--- src/rtl/std_fp_smult_arbiter.sv ---
// ---------------------------------------------------------------------------
// std_fp_smult_arbiter
//
// Purpose:
//   Shares one pipelined signed fixed-point multiplier (std_fp_smult_pipe)
//   among NREQ requesters using round-robin arbitration. The winner's
//   operands are muxed onto the multiplier and mult_go is held until
//   mult_done. The product is then registered, the winner's done is pulsed
//   for one cycle, and a single DRAIN cycle with mult_go low lets the
//   multiplier pipeline and its done flags clear before the next grant.
//
// Handshake (go/done):
//   A requester raises req_go[i] with stable operands and keeps it high
//   until it sees req_done[i]; it drops go in the cycle after the done.
//   req_done is a one-cycle, one-hot pulse issued only in DRAIN, with the
//   product already on req_out. Towards the multiplier the block is the
//   requester: mult_go is held with stable operands until mult_done, and
//   mult_go falls for one cycle afterwards. A requester may abandon a
//   request by dropping go early; it then receives no done.
//
// Ports:
//   clk        in   rising-edge clock
//   reset      in   asynchronous, active-low reset
//   req_go     in   [NREQ]        per-requester go
//   req_left   in   [NREQ*WIDTH]  requester i left operand at [i*WIDTH +: WIDTH]
//   req_right  in   [NREQ*WIDTH]  requester i right operand, same packing
//   req_out    out  [WIDTH]       registered product, held until next result
//   req_done   out  [NREQ]        one-hot one-cycle done pulse
//   mult_left  out  [WIDTH]       multiplier left operand (0 when not busy)
//   mult_right out  [WIDTH]       multiplier right operand (0 when not busy)
//   mult_go    out                multiplier go, high throughout BUSY
//   mult_out   in   [WIDTH]       multiplier product
//   mult_done  in                 multiplier done
//   grant      out  [IDX_W]       current / last granted requester
//   busy       out                high in BUSY and DRAIN
//   dbg_state  out  [2]           FSM state (0 IDLE, 1 BUSY, 2 DRAIN)
// ---------------------------------------------------------------------------
module std_fp_smult_arbiter #(
  parameter int WIDTH      = 32,
  parameter int INT_WIDTH  = 16,
  parameter int FRAC_WIDTH = 16,
  parameter int NREQ       = 4,
  localparam int IDX_W     = (NREQ > 1) ? $clog2(NREQ) : 1
) (
  input  logic                  clk,
  input  logic                  reset,
  input  logic [NREQ-1:0]       req_go,
  input  logic [NREQ*WIDTH-1:0] req_left,
  input  logic [NREQ*WIDTH-1:0] req_right,
  output logic [WIDTH-1:0]      req_out,
  output logic [NREQ-1:0]       req_done,
  output logic [WIDTH-1:0]      mult_left,
  output logic [WIDTH-1:0]      mult_right,
  output logic                  mult_go,
  input  logic [WIDTH-1:0]      mult_out,
  input  logic                  mult_done,
  output logic [IDX_W-1:0]      grant,
  output logic                  busy,
  output logic [1:0]            dbg_state
);

  // Elaboration-time parameter sanity. INT_WIDTH/FRAC_WIDTH only describe
  // the Q format of the shared multiplier; the arbiter never interprets data.
  if (NREQ < 2) begin : g_bad_nreq
    $error("std_fp_smult_arbiter: NREQ must be at least 2");
  end
  if (INT_WIDTH + FRAC_WIDTH != WIDTH) begin : g_bad_qfmt
    $error("std_fp_smult_arbiter: INT_WIDTH + FRAC_WIDTH must equal WIDTH");
  end

  typedef enum logic [1:0] {
    S_IDLE  = 2'd0,
    S_BUSY  = 2'd1,
    S_DRAIN = 2'd2
  } state_t;

  state_t            r_state;
  state_t            w_next_state;

  logic [IDX_W-1:0]  r_rr_ptr;
  logic [IDX_W-1:0]  r_grant;
  logic [WIDTH-1:0]  r_req_out;
  logic [NREQ-1:0]   r_req_done;

  logic              w_found;
  logic [IDX_W-1:0]  w_winner;
  logic [IDX_W-1:0]  w_rr_next;
  logic              w_grant_go;
  logic [NREQ-1:0]   w_grant_onehot;
  logic [WIDTH-1:0]  w_sel_left;
  logic [WIDTH-1:0]  w_sel_right;
  logic              w_take_grant;
  logic              w_capture;

  // (base + off) mod NREQ for off in [0, NREQ]; avoids relying on NREQ
  // being a power of two.
  function automatic logic [IDX_W-1:0] idx_add(input logic [IDX_W-1:0] base,
                                               input int               off);
    int s;
    s = int'(base) + off;
    if (s >= NREQ) s = s - NREQ;
    return IDX_W'(s);
  endfunction

  // -------------------------------------------------------------------------
  // Round-robin winner: first requester with go set, scanning upward from
  // r_rr_ptr and wrapping. Only consulted in IDLE.
  // -------------------------------------------------------------------------
  always_comb begin
    w_found  = 1'b0;
    w_winner = r_rr_ptr;
    for (int k = 0; k < NREQ; k++) begin
      if (!w_found && req_go[idx_add(r_rr_ptr, k)]) begin
        w_found  = 1'b1;
        w_winner = idx_add(r_rr_ptr, k);
      end
    end
  end

  // Pointer moves to the slot after the winner so that the winner has
  // lowest priority in the next arbitration round.
  assign w_rr_next = idx_add(w_winner, 1);

  // Operand mux and go of the registered grant.
  assign w_sel_left  = req_left[int'(r_grant)*WIDTH +: WIDTH];
  assign w_sel_right = req_right[int'(r_grant)*WIDTH +: WIDTH];
  assign w_grant_go  = req_go[r_grant];

  always_comb begin
    w_grant_onehot          = '0;
    w_grant_onehot[r_grant] = 1'b1;
  end

  // -------------------------------------------------------------------------
  // FSM state register
  // -------------------------------------------------------------------------
  always_ff @(posedge clk or negedge reset) begin
    if (!reset) begin
      r_state <= S_IDLE;
    end else begin
      r_state <= w_next_state;
    end
  end

  // -------------------------------------------------------------------------
  // FSM next-state and multiplier-side outputs
  // -------------------------------------------------------------------------
  always_comb begin
    w_next_state = r_state;
    mult_go      = 1'b0;
    mult_left    = '0;
    mult_right   = '0;
    w_take_grant = 1'b0;
    w_capture    = 1'b0;
    case (r_state)
      S_IDLE: begin
        if (w_found) begin
          w_take_grant = 1'b1;
          w_next_state = S_BUSY;
        end
      end
      S_BUSY: begin
        mult_go    = 1'b1;
        mult_left  = w_sel_left;
        mult_right = w_sel_right;
        // A finished product is delivered even if the requester drops go in
        // the same cycle; otherwise a dropped go abandons the transaction.
        if (mult_done) begin
          w_capture    = 1'b1;
          w_next_state = S_DRAIN;
        end else if (!w_grant_go) begin
          w_next_state = S_DRAIN;
        end
      end
      S_DRAIN: begin
        // mult_go low for this one cycle resets the multiplier's pipeline.
        w_next_state = S_IDLE;
      end
      default: begin
        w_next_state = S_IDLE;
      end
    endcase
  end

  // -------------------------------------------------------------------------
  // Grant, pointer, result and done registers
  // -------------------------------------------------------------------------
  always_ff @(posedge clk or negedge reset) begin
    if (!reset) begin
      r_grant    <= '0;
      r_rr_ptr   <= '0;
      r_req_out  <= '0;
      r_req_done <= '0;
    end else begin
      if (w_take_grant) begin
        r_grant  <= w_winner;
        r_rr_ptr <= w_rr_next;
      end
      if (w_capture) begin
        r_req_out <= mult_out;
      end
      // Capture only happens on BUSY->DRAIN, so the pulse lives exactly in
      // DRAIN and is cleared by the DRAIN->IDLE edge.
      r_req_done <= w_capture ? w_grant_onehot : '0;
    end
  end

  assign req_out   = r_req_out;
  assign req_done  = r_req_done;
  assign grant     = r_grant;
  assign busy      = (r_state == S_BUSY) || (r_state == S_DRAIN);
  assign dbg_state = r_state;

endmodule

--- config.mk ---
export PLATFORM = sky130hd
export DESIGN_NAME = std_fp_smult_arbiter
export DESIGN_NICKNAME = d
export VERILOG_FILES = /design/src/rtl/std_fp_smult_arbiter.sv
export SDC_FILE = /design/constraint.sdc
export NUM_CORES = 1
export LEC_CHECK = 0
export CAP_MARGIN = 15
export CORE_AREA = 2 2 155 157
export DETAILED_ROUTE_END_ITERATION = 8
export DIE_AREA = 0 0 157 159
export MAX_ROUTING_LAYER = met4
export SKIP_LAST_GASP = 1
export SYNTH_ARGS = -nofsm -noshare
export SYNTH_HDL_FRONTEND = slang
export SYNTH_SLANG_ARGS = --single-unit
export TNS_END_PERCENT = 5
--- constraint.sdc ---
create_clock -name clk -period 2 [get_ports clk]
set_input_delay 0.3 -clock clk [delete_from_list [all_inputs] [get_ports clk]]
set_output_delay 0.3 -clock clk [all_outputs]
set_load 0.1 [all_outputs]
==> summary.md <==
| Metric | Value |
|---|---|
| Status | finished, violations left |
| Violated checks | setup timing |
| First-pass GRT wire length | 28,800 um |
| DRC | 0 |
| Drt total wl | 20,400 um |
| Endpoint class of the critical path | output pin |
| Asr flop ratio synth | 100% |
| Synth warnings | 0 |
| Clock Tree Buf Depth | 2 |
| Iter 0 DRT Violations | 159 |
| Flop pwr share | 8.5% |
| Area contributors post-synth | mux4_2, dfrtp_1, and2_1, mux2_2, buf_2 |
| Clk slew on worst S/H paths | 0.06 ns |
| Net count, final | 966 |
| P_sw | 10.4 mW |
| Final setup fails | 64 |
| Worst path required time | 1.70 ns |
| # fillers | 2,223 |
| Fmax | 454 MHz |
| Vias | 4,062 |
| Clk_lat worst skew | 0.29 ns |
| Total GRT Usage | 16.2% |
| Setup Skew | 0.00438 ns |
| Final instance area | 9170 um^2 |
| Post-synthesis sequential area ratio | 28.5% |
| Path category of the worst min-delay check | in -> async |
| Overall power | 18.4 mW |
| Placed cell area | 8930 um^2 |
| Area of the mapped netlist | 3690 um^2 |
| PwrDens | 2000 nW/um^2 |
| CTS buffer count | 5 |
| Final-report hold violation count | 0 |
| Synth area leader | mux4_2 |
| Clock Power Share | 5.1% |
| H-Tree Depth | 2 |
| VDD IR max | 1350 uV |
| Sw Share | 56.9% |
| CTS tree | done |
| WL/cell | 20.5 um |
| Final worst slack | -0.202 ns |
| CP arrival | 1.90 ns |
| Overflow after GRT | 0 |
| FF-to-FF path depth | 7 |
| Post-synthesis cell type count | 29 |
| Final min period | 2.20 ns |
| Crit Path Class | reg -> out |
| Max Cap Violations | 0 |
| Drt first pass iters | 4 |
| Worst flop-to-flop path endpoint | dbg_state[0]$_DFFE_PN0P_ |
| CORE AREA | 23,200 um^2 |
| Worst reg2reg path startpoint | grant[0]$_DFFE_PN0P_ |
| Area delta synth->final | 148% |
| GP Congestion | 0.898 |
| CTS root buf | clkbuf_16 |
| Synth Net Count | 568 |
| Syn Inst Count | 270 |
| Worst-margin pin slew | 0.585 ns |
| Slew headroom | 61.0% |
| Top cells by count, synth | and2_1, mux4_2, dfrtp_1 |
| DIE AREA | 25,000 um^2 |
| Number of global-route vias before repair | 4,269 |
| TNS Setup | -8.75 ns |
| Die Ht | 159 um |
| Period utilization | 110% |
| Post-synth EDFFs | 0 |
| Synthesis-stage register bit count | 42 |
| Crit path max fanout | 8 |
| Number of I/O pins | 401 |
| Main synth FF type | dfrtp_1 |
| Avg Vias per Cell | 4.08 |
| Final HPWL DP | 17,800 um |
| Unrepaired setup endpoints after global routing | true |
| Starting density of the core | 15.9% |
| Int Power | 7.92 mW |
| Comb pwr share | 86.4% |
| Layout cells sized above 1 | 45.0% |
| Initial antenna violation count | 5 |
| Clock sink total | 42 |
| ANT nets after route | 0 |
| Post-synth top area share | 39.7% |
| Leak Pwr | 3.57 nW |
| R2R Setup Slk | 0.23 ns |
| Number of port buffers | 400 |
| Syn Area/Cell | 13.7 um^2 |
| Die X | 157 um |
| Largest net degree at the start of global routing | 53 |
| Slew Viols, Final | 0 |
| Crit start category | register |
| Rows | 56 |
==> power by group through the flow <==
stage / Combinational [mW] / Clock, mW / Sequential [mW]
after floorplan: 8.24 / 0 / 4.31
after detailed placement: 15.9 / 0 / 1.58
after global placement: 15.9 / 0 / 1.55
after global routing: 16.4 / 1.01 / 1.62
final: 15.9 / 0.941 / 1.56
after CTS: 16.0 / 0.983 / 1.57
==> worst max path at each step <==
stage | from | to | slack (ns) | cells after the start
after detailed placement | req_left[95] | mult_left[31] | 0.05 | 4
final | grant[0]$_DFFE_PN0P_ | mult_right[26] | -0.20 | 5
after global placement | req_left[95] | mult_left[31] | 0.06 | 4
after global routing | grant[0]$_DFFE_PN0P_ | mult_left[31] | -0.28 | 4
after floorplan | grant[0]$_DFFE_PN0P_ | mult_left[16] | -0.09 | 5
after CTS | grant[0]$_DFFE_PN0P_ | mult_left[31] | -0.22 | 4
==> routing by layer <==
| layer | share of wire, % | wire length, um | track usage (%) |
|---|---|---|---|
| met5 | 0 | 0 | - |
| met3 | 10 | 2090 | 5.17 |
| met2 | 51 | 10300 | 27.6 |
| met1 | 38 | 7830 | 18.9 |
| met4 | 0.85 | 173 | 2.21 |
==> worst max-delay path, cell delays in order, from the launching register on <==
cell and delay (ns):
dfrtp_4 0.50, buf_4 0.15, buf_12 0.13, mux4_2 0.50
and2_4 0.18, buf_12 0.16
==> registers in the layout (all words and copies together), names as in the netlist <==
signal,flops
req_out,32
dbg_state,2
grant,2
req_done,4
r_rr_ptr,2
==> cells by family (layout without fill, tap and decap cells) <==
| kind of cell | count (synthesis) | in the layout | share of synthesized area [%] |
|---|---|---|---|
| flip-flops | 42 | 42 | 28.5 |
| XOR/XNOR | 1 | 1 | 0.237 |
| AO/OA/AOI/OAI | 14 | 14 | 2.48 |
| buffers and inverters | 31 | 430 | 4.61 |
| adder cells (fa/ha/maj) | 3 | 3 | 1.02 |
| AND/OR/NAND/NOR | 81 | 81 | 13.5 |
| other | 0 | 7 | 0 |
| multiplexers | 98 | 98 | 49.7 |
==> cell type report <==
cell class                      instances  area, um^2  share of cell area (%)
Antenna cell                            7        17.5                   0.191
Clock buffer                            5         125                    1.37
Clock inverter                          3        43.8                   0.478
Inverter                                5        21.3                   0.232
Multi-Input combinational cell        197        2640                    28.8
Sequential cell                        42        1070                    11.6
Tap cell                              319         399                    4.35
Timing Repair Buffer                  417        4850                    53.0
==> placed cells by master (no fill, tap or decap), types with 3 or more instances in the layout <==
cell type	Yosys	routed
inv_1	5	4
and2_4	0	61
o21ai_0	4	4
nand2b_1	3	3
nand2_1	4	4
and2_2	0	3
dfrtp_1	42	38
clkbuf_16	0	5
diode_2	0	7
dfrtp_4	0	4
clkdlybuf4s50_1	0	293
mux2_2	33	33
buf_4	0	43
buf_12	2	79
mux4_2	65	65
==> through the flow <==
stage | util [%] | hold WS, ns | setup WS (ns) | std cells
6_report | 39.5 | 0.00801 | -0.202 | 995
5_1_grt | 39.5 | 0.0444 | -0.276 | 994
4_1_cts | 39.4 | 0.0239 | -0.218 | 987
3_5_place_dp | 38.5 | 0.342 | 0.0457 | 977
3_3_place_gp | 38.5 | 0.335 | 0.0553 | 977
2_1_floorplan | - | 0.00441 | -0.0894 | 270
==> timing repair <==
action | in CTS | in global routing
setup buffers | 2 | 1
gates resized for setup | 2 | 3
pin swaps | 1 | 0
hold buffers | 0 | 0
endpoints found under the setup margin | 64 | 64
(Power assumes the default switching activity.)
